===== config.mk =====
export PLATFORM = sky130hd
export DESIGN_NAME = ili9341_spi_tx
export DESIGN_NICKNAME = d
export VERILOG_FILES = /design/src/rtl/ili9341_pkg.sv /design/src/rtl/ili9341_spi_tx.sv
export SDC_FILE = /design/constraint.sdc
export NUM_CORES = 1
export LEC_CHECK = 0
export CAP_MARGIN = 20
export CORE_UTILIZATION = 57
export CTS_BUF_LIST = sky130_fd_sc_hd__clkbuf_2
export DETAILED_ROUTE_END_ITERATION = 16
export PLACE_DENSITY = 0.92
export REMOVE_ABC_BUFFERS = 1
export SLEW_MARGIN = 20
export SYNTH_ARGS = -nofsm -noshare
export SYNTH_HDL_FRONTEND = slang
export SYNTH_SLANG_ARGS = --single-unit

===== constraint.sdc =====
create_clock -name i_clk -period 2.2 [get_ports i_clk]
set_clock_uncertainty 0.05 [all_clocks]
set_input_delay 0.55 -clock i_clk [delete_from_list [all_inputs] [get_ports i_clk]]
set_output_delay 0.55 -clock i_clk [all_outputs]
set_load 0.05 [all_outputs]

===== src/rtl/ili9341_pkg.sv =====
// Shared types and constants for the ILI9341 SPI write path and its upstream sequencer.
package ili9341_pkg;

  typedef enum logic [1:0] {
    ST_IDLE   = 2'd0,
    ST_SCK_HI = 2'd1,
    ST_SCK_LO = 2'd2,
    ST_GAP    = 2'd3
  } spi_state_t;

  localparam logic DC_CMD  = 1'b0;
  localparam logic DC_DATA = 1'b1;

  localparam logic [7:0] ILI_CMD_CASET = 8'h2A;
  localparam logic [7:0] ILI_CMD_PASET = 8'h2B;
  localparam logic [7:0] ILI_CMD_RAMWR = 8'h2C;

endpackage


===== src/rtl/ili9341_spi_tx.sv =====
// Write-only mode-0 SPI serializer for the ILI9341: MSB first, D/C line, CS held across bursts.
//
// state  | meaning
// IDLE   | CS high, waiting for a word (ready once the CS gap has elapsed)
// SCK_HI | next edge raises SCLK; on the last bit, latches a back-to-back word
// SCK_LO | next edge drops SCLK and shifts, loads the held word, or ends the burst
// GAP    | first edge raises CS, then counts the minimum CS-high time
module ili9341_spi_tx
  import ili9341_pkg::*;
#(
  parameter int DATA_WIDTH     = 8,
  parameter int CS_IDLE_CYCLES = 2
) (
  input  logic                  i_clk,
  input  logic                  i_rst,
  input  logic                  i_valid,
  input  logic [DATA_WIDTH-1:0] i_data,
  input  logic                  i_dc,
  output logic                  o_ready,
  output logic                  o_busy,
  output logic                  o_cs_n,
  output logic                  o_sclk,
  output logic                  o_mosi,
  output logic                  o_dc
);

  localparam int BIT_W = $clog2(DATA_WIDTH);
  localparam int GAP_W = $clog2(CS_IDLE_CYCLES + 1);

  spi_state_t            state_q, state_d;
  logic [DATA_WIDTH-1:0] shreg_q, shreg_d;
  logic [DATA_WIDTH-1:0] hold_data_q, hold_data_d;
  logic [BIT_W-1:0]      bit_cnt_q, bit_cnt_d;
  logic [GAP_W-1:0]      gap_cnt_q, gap_cnt_d;
  logic                  pend_q, pend_d;
  logic                  hold_dc_q, hold_dc_d;
  logic                  cs_n_q, cs_n_d;
  logic                  sclk_q, sclk_d;
  logic                  dc_q, dc_d;
  logic                  busy_q, busy_d;

  always_ff @(posedge i_clk or posedge i_rst) begin
    if (i_rst) begin
      state_q     <= ST_IDLE;
      shreg_q     <= '0;
      hold_data_q <= '0;
      bit_cnt_q   <= '0;
      gap_cnt_q   <= '0;
      pend_q      <= 1'b0;
      hold_dc_q   <= 1'b0;
      cs_n_q      <= 1'b1;
      sclk_q      <= 1'b0;
      dc_q        <= 1'b0;
      busy_q      <= 1'b0;
    end else begin
      state_q     <= state_d;
      shreg_q     <= shreg_d;
      hold_data_q <= hold_data_d;
      bit_cnt_q   <= bit_cnt_d;
      gap_cnt_q   <= gap_cnt_d;
      pend_q      <= pend_d;
      hold_dc_q   <= hold_dc_d;
      cs_n_q      <= cs_n_d;
      sclk_q      <= sclk_d;
      dc_q        <= dc_d;
      busy_q      <= busy_d;
    end
  end

  always_comb begin
    state_d     = state_q;
    shreg_d     = shreg_q;
    hold_data_d = hold_data_q;
    bit_cnt_d   = bit_cnt_q;
    gap_cnt_d   = gap_cnt_q;
    pend_d      = pend_q;
    hold_dc_d   = hold_dc_q;
    cs_n_d      = cs_n_q;
    sclk_d      = sclk_q;
    dc_d        = dc_q;
    busy_d      = busy_q;
    o_ready     = ((state_q == ST_IDLE) && (gap_cnt_q == '0)) ||
                  ((state_q == ST_SCK_HI) && (bit_cnt_q == '0));

    case (state_q)
      ST_IDLE: begin
        if (i_valid && o_ready) begin
          shreg_d   = i_data;
          dc_d      = i_dc;
          cs_n_d    = 1'b0;
          bit_cnt_d = BIT_W'(DATA_WIDTH - 1);
          busy_d    = 1'b1;
          state_d   = ST_SCK_HI;
        end
      end
      ST_SCK_HI: begin
        sclk_d  = 1'b1;
        state_d = ST_SCK_LO;
        // Last bit: capture a follow-on word now so the next fall can load it seamlessly.
        if (bit_cnt_q == '0) begin
          pend_d = i_valid;
          if (i_valid) begin
            hold_data_d = i_data;
            hold_dc_d   = i_dc;
          end
        end
      end
      ST_SCK_LO: begin
        sclk_d = 1'b0;
        if (bit_cnt_q != '0) begin
          shreg_d   = {shreg_q[DATA_WIDTH-2:0], 1'b0};
          bit_cnt_d = bit_cnt_q - BIT_W'(1);
          state_d   = ST_SCK_HI;
        end else if (pend_q) begin
          shreg_d   = hold_data_q;
          dc_d      = hold_dc_q;
          bit_cnt_d = BIT_W'(DATA_WIDTH - 1);
          pend_d    = 1'b0;
          state_d   = ST_SCK_HI;
        end else begin
          state_d = ST_GAP;
        end
      end
      ST_GAP: begin
        if (!cs_n_q) begin
          cs_n_d    = 1'b1;
          busy_d    = 1'b0;
          gap_cnt_d = GAP_W'(CS_IDLE_CYCLES);
        end else if (gap_cnt_q <= GAP_W'(1)) begin
          gap_cnt_d = '0;
          state_d   = ST_IDLE;
        end else begin
          gap_cnt_d = gap_cnt_q - GAP_W'(1);
        end
      end
      default: state_d = ST_IDLE;
    endcase
  end

  assign o_busy = busy_q;
  assign o_cs_n = cs_n_q;
  assign o_sclk = sclk_q;
  assign o_mosi = shreg_q[DATA_WIDTH-1];
  assign o_dc   = dc_q;

endmodule


==> impl_metrics.yaml <==
floorplan:
  num_rows: 18
  ios: 18
  die_x_microns: 54.2
  dieArea_sq_um: 2940
  die_y_microns: 54.2
  core_region_area_sq_um: 2520
  start_util: 0.616
clocking:
  insertion_delay_ps: 360
  clockBufferDepth: 2
  clk_pin_slew_ps: 160
  cts_tree: "built"
  clockRootBuffer: "clkbuf_2"
  clock-sinks: 29
  cts_buffers: 5
  cts.htree.levels: 2
timing:
  timing.final.ws_setup_ps: 38.4
  tightest_slew_ps: 500
  fin_crit_sh: 0.983
  slew_headroom: 0.666
  max_freq_mhz: 463
  finalMaxSlewViolations: 0
  tns_ps: 0
  min_period_ps: 2160
  hold_violations: 0
  finalSetupViolCount: 0
flow_run:
  drv_cap: 0
synthesis:
  yosysWarnings: 0
  synthArstFlopShare: 1.00
  synthFlopType: "dfrtp_1"
  syn_avg_cell_area_sq_um: 10.8
  synth_top_area_frac: 0.451
  syn_area_sq_um: 1550
  synth_seq_cells: 29
  synthTopCellsByArea: "dfrtp_1 45%, mux2_2 12%, mux2i_1 6.4%, ha_1 5.6%, a21oi_1 4.5%"
  synth-edff-count: 0
  syn_inst: 144
  ys_seq_area_frac: 0.468
  yosysTopAreaCell: "dfrtp_1"
  ys_types: 30
cells_and_area:
  syn2layout_area_growth_pct: 21.1
  regArea_sq_um: 727
  final_cells: 203
  multi_input_area_sq_um: 783
  drive_above_1_share: 0.272
  num-nets-final: 191
  fillCellCount: 178
  fin_area_sq_um: 1880
  n_antenna_cell: 0
placement:
  place_inst: 193
  pre_cts_slack_ps: -48.7
  dpl_cell_area_sq_um: 1800
  hpwl_mm: 2.28
  place_congestion: 0.902
  io_buffers: 17
critical_path:
  path_buf_inv: 2
  critical_path_class: "reg -> out"
  regToRegSetupSlack_ps: 130
  worstPathArrival_ps: 1560
  start_kind: "register"
  critical_path.max_fanout: 5
  cpMaxStageDelayCell: "dfrtp_1"
  cp_top_family: "flip-flops"
  required_ps: 1600
  path_cells: "inv_1 > ha_1 > a22o_1 > buf_12"
  cp-end-kind: "output pin"
  cp_slowest_stage_delay_ps: 410
power_and_ir_drop:
  pwr-share-seq: 0.342
  power_density_nw_per_um2: 1290
  peakVddDrop_v: 0.000875
  combPwrFrac: 0.547
  switchingPower_uw: 1050
  switching_share: 0.432
  internal_power_uw: 1380
  cellLeakagePower_uw: 0.000878
  p_clk_frac: 0.111
  p_total_uw: 2430
global_route:
  grt_pass1_vias: 1163
  grt_overflow_total: 0
  grt_usage: 0.263
  antenna_found_initial: 0
  grt_max_degree: 30
  grt_pass1_wl_mm: 5.37
worst_hold_path:
  hp-class: "reg -> reg"
detailed_routing:
  drt_iter0_markers: 19
  viasPerCell: 5.83
  vias: 1184
  ant_nets: 0
  drc: 0
  drt_wl_total_mm: 3.30
  wl_per_cell_microns: 16.2
  drt_pass1_iterations: 4
outcome:
  status: "finished, final reports clean"
## power by group through the flow
stage | Sequential (uW) | Clock, uW | Combinational, uW
after CTS | 828 | 280 | 1290
after global placement | 833 | 0 | 1200
after detailed placement | 843 | 0 | 1270
after floorplan | 951 | 0 | 774
final | 830 | 268 | 1330
after global routing | 847 | 297 | 1450
## flip-flops by register name, summed over array words and instances, names as in the netlist
| signal | flops |
|---|---|
| o_cs_n | 1 |
| o_dc | 1 |
| gap_cnt_q | 2 |
| state_q | 2 |
| o_busy | 1 |
| shreg_q | 8 |
| hold_dc_q | 1 |
| pend_q | 1 |
| o_sclk | 1 |
| bit_cnt_q | 3 |
| hold_data_q | 8 |
## cell usage in the layout (no fill, tap or decap), drive strengths merged, types with 2 or more instances in the layout
master         Yosys  layout
clkinv             0       2
nand2              6       6
dfrtp             28      28
a21oi             14      14
buf                6      13
mux2i             10      10
dlymetal6s2s       0       3
nor2              15      15
and3               2       2
nand3              3       3
o31ai              2       2
nand3b             2       2
o21ai              8       8
a21boi             2       2
ha                 7       7
nor2b              2       2
inv                7       7
clkbuf             1       6
mux2              17      17
a22o               2       2
clkdlybuf4s50      0      12
## routing by layer
metal / up-vias / global-route usage / part of all wire
met4: 0 / 0.107 / 0.017
li1: 567 / - / -
met1: 570 / 0.316 / 0.42
met3: 10 / 0.0611 / 0.036
met2: 37 / 0.449 / 0.52
met5: - / 0 / 0
## metrics by stage
stage / util / hold slack, ps
final: 0.746 / 480
after global routing: 0.746 / 498
after CTS: 0.736 / 483
after detailed placement: 0.715 / 448
after global placement: 0.715 / 438
after floorplan: - / 429
## timing repair
| action | CTS | global route |
|---|---|---|
| resized for setup | 2 | 5 |
| buffers inserted | 1 | 1 |
| pin swaps | 0 | 2 |
| endpoints found under the setup margin | 1 | 4 |
| hold buffers | 0 | 0 |
## cell usage after synthesis, types with 2 or more instances
cell type,count
dfrtp_1,28
nor2_1,15
o31ai_1,2
nor2b_1,2
inv_1,7
mux2i_1,10
o21ai_0,8
a21boi_0,2
buf_2,5
nand2_1,6
nand3b_1,2
a22o_1,2
and3_1,2
ha_1,7
mux2_2,17
a21oi_1,14
nand3_4,2
## final cells by class
class / count / share of cell area
inverter: 7 / 0.0140
tap: 30 / 0.0199
clock inverter: 2 / 0.00532
timing repair buffer: 28 / 0.142
sequential: 29 / 0.386
clock buffer: 6 / 0.0160
multi-input combinational: 101 / 0.416
## final timing paths
kind | depth (start not counted) | startpoint | end
setup / recovery | 4 | state_q[0] | o_ready
hold / removal | 1 | hold_data_q[6] | hold_data_q[6]
setup reg to reg | 6 | state_q[0] | shreg_q[3]
hold reg to reg | 1 | hold_data_q[6] | hold_data_q[6]
max in group asynchronous | 3 | i_rst | o_cs_n
min in group asynchronous | 3 | i_rst | shreg_q[4]
## kinds of logic (layout without fill, tap and decap cells)
kind of cell / after synthesis / count (layout) / share of synthesized area
simple gates: 34 / 34 / 0.123
fa+ha+maj: 7 / 7 / 0.0564
compound gates: 33 / 33 / 0.127
flops: 29 / 29 / 0.468
mux: 27 / 27 / 0.188
buf+inv: 14 / 43 / 0.0378
Power figures use the tool's default switching activity.
